--- src/rtl/decode_sched_if.sv ---
// rtl/decode_sched_if.sv - requester, coefficient and decoder-side signals of the ByteDecode scheduler
interface decode_sched_if;
   logic        i_req0, i_req1;
   logic [3:0]  i_l0, i_l1;
   logic [2:0]  i_npoly0, i_npoly1;
   logic [63:0] i_ibytes0, i_ibytes1;
   logic        i_ibytes_valid0, i_ibytes_valid1;
   logic        o_ibytes_ready0, o_ibytes_ready1;
   logic        o_gnt0, o_gnt1;
   logic [63:0] o_coeffs;
   logic        o_coeffs_valid0, o_coeffs_valid1;
   logic [1:0]  o_poly_idx;
   logic        o_done0, o_done1;
   logic        o_err0, o_err1;
   logic [63:0] o_dec_ibytes;
   logic        o_dec_ibytes_valid;
   logic [3:0]  o_dec_l;
   logic        i_dec_ibytes_ready;
   logic [63:0] i_dec_coeffs;
   logic        i_dec_coeffs_valid;
   logic        i_dec_done;

   modport slave (
      input  i_req0, i_req1, i_l0, i_l1, i_npoly0, i_npoly1,
      input  i_ibytes0, i_ibytes1, i_ibytes_valid0, i_ibytes_valid1,
      output o_ibytes_ready0, o_ibytes_ready1, o_gnt0, o_gnt1,
      output o_coeffs, o_coeffs_valid0, o_coeffs_valid1, o_poly_idx,
      output o_done0, o_done1, o_err0, o_err1,
      output o_dec_ibytes, o_dec_ibytes_valid, o_dec_l,
      input  i_dec_ibytes_ready, i_dec_coeffs, i_dec_coeffs_valid, i_dec_done
   );

   modport master (
      output i_req0, i_req1, i_l0, i_l1, i_npoly0, i_npoly1,
      output i_ibytes0, i_ibytes1, i_ibytes_valid0, i_ibytes_valid1,
      input  o_ibytes_ready0, o_ibytes_ready1, o_gnt0, o_gnt1,
      input  o_coeffs, o_coeffs_valid0, o_coeffs_valid1, o_poly_idx,
      input  o_done0, o_done1, o_err0, o_err1,
      input  o_dec_ibytes, o_dec_ibytes_valid, o_dec_l,
      output i_dec_ibytes_ready, i_dec_coeffs, i_dec_coeffs_valid, i_dec_done
   );
endinterface

--- src/rtl/decode_sched.sv ---
// rtl/decode_sched.sv - round-robin scheduler sharing one ByteDecode_l unit between two requesters
module decode_sched #(
   parameter int NREQ_W    = 1,
   parameter int NPOLY_MAX = 4
) (
   input  logic          i_clk,
   input  logic          i_rstn,
   decode_sched_if.slave bus
);

   typedef enum logic [1:0] {S_IDLE, S_FEED, S_DRAIN, S_FIN} state_t;

   state_t            state_q, state_d;
   logic [NREQ_W-1:0] owner_q, rr_q, pick;
   logic [3:0]        l_q, pick_l;
   logic [2:0]        npoly_q, pick_np;
   logic [1:0]        poly_q;
   logic [5:0]        wcnt_q, wlast;
   logic              err_q;
   logic              any_req, pick_ok, own_valid, accept, last_word, poly_last;

   assign any_req = bus.i_req0 | bus.i_req1;
   assign pick    = (bus.i_req0 & bus.i_req1) ? rr_q : NREQ_W'(bus.i_req1);
   assign pick_l  = pick[0] ? bus.i_l1 : bus.i_l0;
   assign pick_np = pick[0] ? bus.i_npoly1 : bus.i_npoly0;
   assign pick_ok = (pick_l inside {4'd1, 4'd4, 4'd5, 4'd10, 4'd11, 4'd12}) &&
                    (pick_np != 3'd0) && (pick_np <= 3'(NPOLY_MAX));

   // Each polynomial consumes exactly 4*l words; wlast is the index of the final one.
   assign own_valid = owner_q[0] ? bus.i_ibytes_valid1 : bus.i_ibytes_valid0;
   assign accept    = (state_q == S_FEED) && own_valid && bus.i_dec_ibytes_ready;
   assign wlast     = {l_q - 4'd1, 2'b11};
   assign last_word = accept && (wcnt_q == wlast);
   assign poly_last = ({1'b0, poly_q} == (npoly_q - 3'd1));

   always_ff @(posedge i_clk or negedge i_rstn) begin
      if (!i_rstn) state_q <= S_IDLE;
      else         state_q <= state_d;
   end

   always_comb begin
      state_d = state_q;
      case (state_q)
         S_IDLE:  if (any_req) state_d = pick_ok ? S_FEED : S_FIN;
         S_FEED: begin
            if (bus.i_dec_done)  state_d = S_FIN;
            else if (last_word)  state_d = S_DRAIN;
         end
         S_DRAIN: if (bus.i_dec_done) state_d = poly_last ? S_FIN : S_FEED;
         S_FIN:   state_d = S_IDLE;
         default: state_d = S_IDLE;
      endcase
   end

   always_ff @(posedge i_clk or negedge i_rstn) begin
      if (!i_rstn) begin
         owner_q <= '0;
         rr_q    <= '0;
         l_q     <= '0;
         npoly_q <= '0;
         poly_q  <= '0;
         wcnt_q  <= '0;
         err_q   <= 1'b0;
      end else begin
         case (state_q)
            S_IDLE: if (any_req) begin
               owner_q <= pick;
               l_q     <= pick_l;
               npoly_q <= pick_np;
               poly_q  <= '0;
               wcnt_q  <= '0;
               err_q   <= !pick_ok;
            end
            S_FEED: begin
               if (bus.i_dec_done) err_q  <= 1'b1;
               else if (accept)    wcnt_q <= wcnt_q + 6'd1;
            end
            S_DRAIN: if (bus.i_dec_done && !poly_last) begin
               poly_q <= poly_q + 2'd1;
               wcnt_q <= '0;
            end
            S_FIN: begin
               rr_q    <= ~owner_q;
               l_q     <= '0;
               npoly_q <= '0;
               poly_q  <= '0;
               wcnt_q  <= '0;
               err_q   <= 1'b0;
            end
            default: ;
         endcase
      end
   end

   always_comb begin
      bus.o_gnt0             = (state_q != S_IDLE) && !owner_q[0];
      bus.o_gnt1             = (state_q != S_IDLE) &&  owner_q[0];
      bus.o_dec_ibytes       = '0;
      bus.o_dec_ibytes_valid = 1'b0;
      bus.o_ibytes_ready0    = 1'b0;
      bus.o_ibytes_ready1    = 1'b0;
      bus.o_coeffs_valid0    = 1'b0;
      bus.o_coeffs_valid1    = 1'b0;
      bus.o_done0            = 1'b0;
      bus.o_done1            = 1'b0;
      bus.o_err0             = 1'b0;
      bus.o_err1             = 1'b0;
      bus.o_coeffs           = bus.i_dec_coeffs;
      bus.o_dec_l            = l_q;
      bus.o_poly_idx         = poly_q;
      if (state_q == S_FEED) begin
         bus.o_dec_ibytes       = owner_q[0] ? bus.i_ibytes1 : bus.i_ibytes0;
         bus.o_dec_ibytes_valid = own_valid;
         bus.o_ibytes_ready0    = !owner_q[0] && bus.i_dec_ibytes_ready;
         bus.o_ibytes_ready1    =  owner_q[0] && bus.i_dec_ibytes_ready;
      end
      if (state_q == S_FEED || state_q == S_DRAIN) begin
         bus.o_coeffs_valid0 = bus.i_dec_coeffs_valid && !owner_q[0];
         bus.o_coeffs_valid1 = bus.i_dec_coeffs_valid &&  owner_q[0];
      end
      if (state_q == S_FIN) begin
         bus.o_done0 = !owner_q[0];
         bus.o_done1 =  owner_q[0];
         bus.o_err0  = !owner_q[0] && err_q;
         bus.o_err1  =  owner_q[0] && err_q;
      end
   end

endmodule

--- src/flat_wrapper.sv ---
// flat-port wrapper written by rule: the top's interface ports become plain ports
module decode_sched_flat 
#(
   parameter int NREQ_W    = 1,
   parameter int NPOLY_MAX = 4
)
  (i_clk, i_rstn, bus_i_req0, bus_i_req1, bus_i_l0, bus_i_l1, bus_i_npoly0, bus_i_npoly1, bus_i_ibytes0, bus_i_ibytes1, bus_i_ibytes_valid0, bus_i_ibytes_valid1, bus_o_ibytes_ready0, bus_o_ibytes_ready1, bus_o_gnt0, bus_o_gnt1, bus_o_coeffs, bus_o_coeffs_valid0, bus_o_coeffs_valid1, bus_o_poly_idx, bus_o_done0, bus_o_done1, bus_o_err0, bus_o_err1, bus_o_dec_ibytes, bus_o_dec_ibytes_valid, bus_o_dec_l, bus_i_dec_ibytes_ready, bus_i_dec_coeffs, bus_i_dec_coeffs_valid, bus_i_dec_done);
  decode_sched_if bus_i ();
  input  logic i_clk;
  input  logic i_rstn;
  input wire logic [$bits(bus_i.i_req0)-1:0] bus_i_req0;
  input wire logic [$bits(bus_i.i_req1)-1:0] bus_i_req1;
  input wire logic [$bits(bus_i.i_l0)-1:0] bus_i_l0;
  input wire logic [$bits(bus_i.i_l1)-1:0] bus_i_l1;
  input wire logic [$bits(bus_i.i_npoly0)-1:0] bus_i_npoly0;
  input wire logic [$bits(bus_i.i_npoly1)-1:0] bus_i_npoly1;
  input wire logic [$bits(bus_i.i_ibytes0)-1:0] bus_i_ibytes0;
  input wire logic [$bits(bus_i.i_ibytes1)-1:0] bus_i_ibytes1;
  input wire logic [$bits(bus_i.i_ibytes_valid0)-1:0] bus_i_ibytes_valid0;
  input wire logic [$bits(bus_i.i_ibytes_valid1)-1:0] bus_i_ibytes_valid1;
  output wire logic [$bits(bus_i.o_ibytes_ready0)-1:0] bus_o_ibytes_ready0;
  output wire logic [$bits(bus_i.o_ibytes_ready1)-1:0] bus_o_ibytes_ready1;
  output wire logic [$bits(bus_i.o_gnt0)-1:0] bus_o_gnt0;
  output wire logic [$bits(bus_i.o_gnt1)-1:0] bus_o_gnt1;
  output wire logic [$bits(bus_i.o_coeffs)-1:0] bus_o_coeffs;
  output wire logic [$bits(bus_i.o_coeffs_valid0)-1:0] bus_o_coeffs_valid0;
  output wire logic [$bits(bus_i.o_coeffs_valid1)-1:0] bus_o_coeffs_valid1;
  output wire logic [$bits(bus_i.o_poly_idx)-1:0] bus_o_poly_idx;
  output wire logic [$bits(bus_i.o_done0)-1:0] bus_o_done0;
  output wire logic [$bits(bus_i.o_done1)-1:0] bus_o_done1;
  output wire logic [$bits(bus_i.o_err0)-1:0] bus_o_err0;
  output wire logic [$bits(bus_i.o_err1)-1:0] bus_o_err1;
  output wire logic [$bits(bus_i.o_dec_ibytes)-1:0] bus_o_dec_ibytes;
  output wire logic [$bits(bus_i.o_dec_ibytes_valid)-1:0] bus_o_dec_ibytes_valid;
  output wire logic [$bits(bus_i.o_dec_l)-1:0] bus_o_dec_l;
  input wire logic [$bits(bus_i.i_dec_ibytes_ready)-1:0] bus_i_dec_ibytes_ready;
  input wire logic [$bits(bus_i.i_dec_coeffs)-1:0] bus_i_dec_coeffs;
  input wire logic [$bits(bus_i.i_dec_coeffs_valid)-1:0] bus_i_dec_coeffs_valid;
  input wire logic [$bits(bus_i.i_dec_done)-1:0] bus_i_dec_done;
  assign bus_i.i_req0 = bus_i_req0;
  assign bus_i.i_req1 = bus_i_req1;
  assign bus_i.i_l0 = bus_i_l0;
  assign bus_i.i_l1 = bus_i_l1;
  assign bus_i.i_npoly0 = bus_i_npoly0;
  assign bus_i.i_npoly1 = bus_i_npoly1;
  assign bus_i.i_ibytes0 = bus_i_ibytes0;
  assign bus_i.i_ibytes1 = bus_i_ibytes1;
  assign bus_i.i_ibytes_valid0 = bus_i_ibytes_valid0;
  assign bus_i.i_ibytes_valid1 = bus_i_ibytes_valid1;
  assign bus_o_ibytes_ready0 = bus_i.o_ibytes_ready0;
  assign bus_o_ibytes_ready1 = bus_i.o_ibytes_ready1;
  assign bus_o_gnt0 = bus_i.o_gnt0;
  assign bus_o_gnt1 = bus_i.o_gnt1;
  assign bus_o_coeffs = bus_i.o_coeffs;
  assign bus_o_coeffs_valid0 = bus_i.o_coeffs_valid0;
  assign bus_o_coeffs_valid1 = bus_i.o_coeffs_valid1;
  assign bus_o_poly_idx = bus_i.o_poly_idx;
  assign bus_o_done0 = bus_i.o_done0;
  assign bus_o_done1 = bus_i.o_done1;
  assign bus_o_err0 = bus_i.o_err0;
  assign bus_o_err1 = bus_i.o_err1;
  assign bus_o_dec_ibytes = bus_i.o_dec_ibytes;
  assign bus_o_dec_ibytes_valid = bus_i.o_dec_ibytes_valid;
  assign bus_o_dec_l = bus_i.o_dec_l;
  assign bus_i.i_dec_ibytes_ready = bus_i_dec_ibytes_ready;
  assign bus_i.i_dec_coeffs = bus_i_dec_coeffs;
  assign bus_i.i_dec_coeffs_valid = bus_i_dec_coeffs_valid;
  assign bus_i.i_dec_done = bus_i_dec_done;
  decode_sched #(.NREQ_W(NREQ_W), .NPOLY_MAX(NPOLY_MAX)) u_core (.i_clk(i_clk), .i_rstn(i_rstn), .bus(bus_i));
endmodule
--- config.mk ---
export PLATFORM = sky130hd
export DESIGN_NAME = decode_sched_flat
export DESIGN_NICKNAME = d
export VERILOG_FILES = /design/src/rtl/decode_sched_if.sv /design/src/rtl/decode_sched.sv /design/src/flat_wrapper.sv
export SDC_FILE = /design/constraint.sdc
export NUM_CORES = 1
export LEC_CHECK = 0
export ABC_CLOCK_PERIOD_IN_PS = 2700
export CORE_AREA = 5 5 137 139
export DETAILED_ROUTE_END_ITERATION = 16
export DIE_AREA = 0 0 142 144
export PLACE_DENSITY = 0.61
export SYNTH_ARGS = -nofsm -noshare
export SYNTH_HDL_FRONTEND = slang
export SYNTH_SLANG_ARGS = --single-unit
--- constraint.sdc ---
create_clock -name i_clk -period 2.7 [get_ports i_clk]
set_input_delay 0.54 -clock i_clk [delete_from_list [all_inputs] [get_ports i_clk]]
set_output_delay 0.54 -clock i_clk [all_outputs]
set_load 0.01 [all_outputs]
==> results.cfg <==
[run_status]
outcome = finished, final reports clean

[timing]
hold_viol_final = 0
final.period_utilization_pct = 96.6
slew_viol_final = 0
max_slew_margin_pct = 62.2
finClkSkew_ps = 1.52
finalSetupTns_ps = 0
finalSetupViolations = 0
worst_slew_pin_slew_ps = 565
hold_ws_ps = 492
fin_crit_ps = 2610
rsz0062_at_grt = true
maxClockFrequency_mhz = 384

[synthesis]
yosysSeqAreaShare_pct = 16.7
postSynthAreaPerCell_um2 = 8.09
ys_ff_latch = 20
synth_edf_count = 0
synth-main-ff-cell = dfrtp_1
synth-async-reset-ratio_pct = 100
syn_nets = 594
synth_area_um2 = 3000
synth.distinct_cells = 34
synthCells = 371
yosys_warnings = 0

[worst_hold_path]
hold_depth = 2
hold_path.startpoint = u_core.npoly_q[1]
hold_path_class = flip-flop to flip-flop
hold_path_end = u_core.npoly_q[1]

[cts]
cts_sinks = 20
root_buffer = clkbuf_16
cts_made_buffers = 3
htreeDepth = 1
clkLatencyLatePin_ps = 250
clk_pin_slew_ps = 60
cts.path.max_buffers = 2
cts_setup_buffers = 0
cts_tree = yes

[final_layout]
areaGrowthSynthToFinish_pct = 75.8
fin_nets = 759
fillers = 1899
most-common-layout-cells = clkdlybuf4s50_1, mux2i_1, nor2b_1
antenna_cells = 0
layout_commonest_cell = clkdlybuf4s50_1
drive_above_1_share_pct = 3.55

[place]
gp_congestion = 0.780
dp_hpwl_mm = 11.3
portBuffers = 231

[grt]
track_usage_pct = 11.9
antenna_found_initial = 0
grt_pass1_wl_mm = 19.0
grt_pass1_vias = 3103
grt_overflow = 0
grt_max_degree = 55

[route]
via_per_inst = 4.04
wl_per_cell_um = 17.7
vias = 3089
ant_nets = 0
drtIter0Drc = 81
drc = 0
wl_mm = 13.5
firstDrtPassIters = 4

[die]
num_rows = 49
chipHeight_um = 144
coreArea_um2 = 17500
top_level_ports = 360
die_x_um = 142
die_area_um2 = 20400
initial_utilization_pct = 17.1

[critical_path]
slowest_stage = clkdlybuf4s50_1
r2r-end = u_core.bus.o_poly_idx[0]
cp_cell_sequence = inv_1 > ha_2 > buf_12 > nor2b_1 > clkdlybuf4s50_1
critPathBufInv = 3
cp_data_arrival_time_ps = 2070
reg2regPathDepth = 8
worst-endpoint-required_ps = 2160
ff2ff_setup_slack_ps = 400
cp_max_fo = 54
crit_type = flip-flop to primary output
cpPeakStageDelay_ps = 590
crit_family = buffers and inverters
critPathLaunchType = flip-flop
cp.depth = 5
rr_startpoint = u_core.state_q[0]
end_kind = primary output

[power]
p_leak_nw = 2.26
p_per_area_nw_per_um2 = 819
ir_drop_mv = 0.384

[job]
cap_viol_max_count = 0
## sequential cells by signal, indices dropped and copies added, names as in the netlist
name                   count
u_core.err_q               1
u_core.bus.o_poly_idx      2
u_core.rr_q                1
u_core.npoly_q             3
u_core.owner_q             1
u_core.state_q             2
u_core.wcnt_q              6
u_core.bus.o_dec_l         4
## worst max path at each step
| stage | startpoint | to |
|---|---|---|
| detailed placement | bus_i_ibytes1[36] | bus_o_dec_ibytes[36] |
| global placement | bus_i_ibytes1[36] | bus_o_dec_ibytes[36] |
| global route | u_core.state_q[1] | bus_o_dec_ibytes[59] |
| finish | u_core.state_q[1] | bus_o_dec_ibytes[59] |
| CTS | u_core.state_q[1] | bus_o_dec_ibytes[35] |
| floorplan | u_core.state_q[1] | bus_o_dec_ibytes[53] |
## metrics by stage
step                      cells  instance area (um^2)  power, mW  worst slack [ps]  utilization [%]
after floorplan             371                  3000       2.44               729                -
after global placement      760                  5170       4.06               182             29.5
after detailed placement    760                  5170       4.07               179             29.5
after CTS                   764                  5250       4.41              17.9             29.9
after global routing        764                  5280       4.63             -9.33             30.1
final                       764                  5280       4.32              92.8             30.1
## worst min-delay path, delay by kind of cell, from the launching register on
family / cells / cell delay (ps)
flops: 1 / 350
compound gates: 1 / 60
simple gates: 1 / 50
## where the power goes
group / total, mW / leakage, nW / switching (mW) / internal [mW]
combinational: 3.41 / 1.96 / 1.56 / 1.85
sequential: 0.592 / 0.260 / 0.176 / 0.417
clock: 0.316 / 0.0382 / 0.115 / 0.201
## per-layer routing
| layer | global-route usage [%] | up-vias | part of all wire, % |
|---|---|---|---|
| met1 | 15.6 | 1387 | 42 |
| met5 | 0 | - | 0 |
| met2 | 18.1 | 172 | 44 |
| met3 | 5.59 | 20 | 14 |
| met4 | 1.92 | 0 | 0.84 |
| li1 | - | 1510 | - |
## repair_timing
action	in CTS	in global routing
cloned	0	0
pin swaps	0	0
gates resized for setup	1	11
endpoints found under the setup margin	1	12
hold buffers	0	0
## cells by family after synthesis
group | Yosys count | share of synthesized area [%]
AOI/OAI and AO/OA | 27 | 5.63
xor gates and xnor gates | 15 | 4.38
adders and majority gates | 8 | 3.34
buffers and inverters | 90 | 19.6
DFF | 20 | 16.7
muxes | 74 | 24.7
and+or+nand+nor | 137 | 25.7
## synthesized netlist by cell type (3+ instances only)
master    count  share of area, %
ha_1          8               3.3
o21ai_0       9               1.5
nand2b_1      3              0.63
inv_1         8               1.0
and3_1        6               1.3
mux2i_1      73                24
o21ai_1       5              0.83
buf_4        64                16
dfrtp_1      20                17
nand3_1       7               1.2
nand3b_1      3              0.75
buf_2         7               1.2
nand2_1      19               2.4
and2_1        5               1.0
clkbuf_1     11               1.4
nor2b_1      68                14
xnor2_1       7               2.0
nor2_1       16               2.0
nand4_1       7               1.5
xor2_1        8               2.3
## layout make-up
cell class / instances / area, um^2 / share of cell area, %
repair buffers: 242 / 2460 / 46.6
multi-input cells: 261 / 1920 / 36.4
flip-flops and latches: 20 / 504 / 9.56
inverters: 8 / 30.0 / 0.569
well taps: 229 / 287 / 5.43
clock buffers: 4 / 78.8 / 1.49
Note: power is estimated with default switching activity, not from simulation.
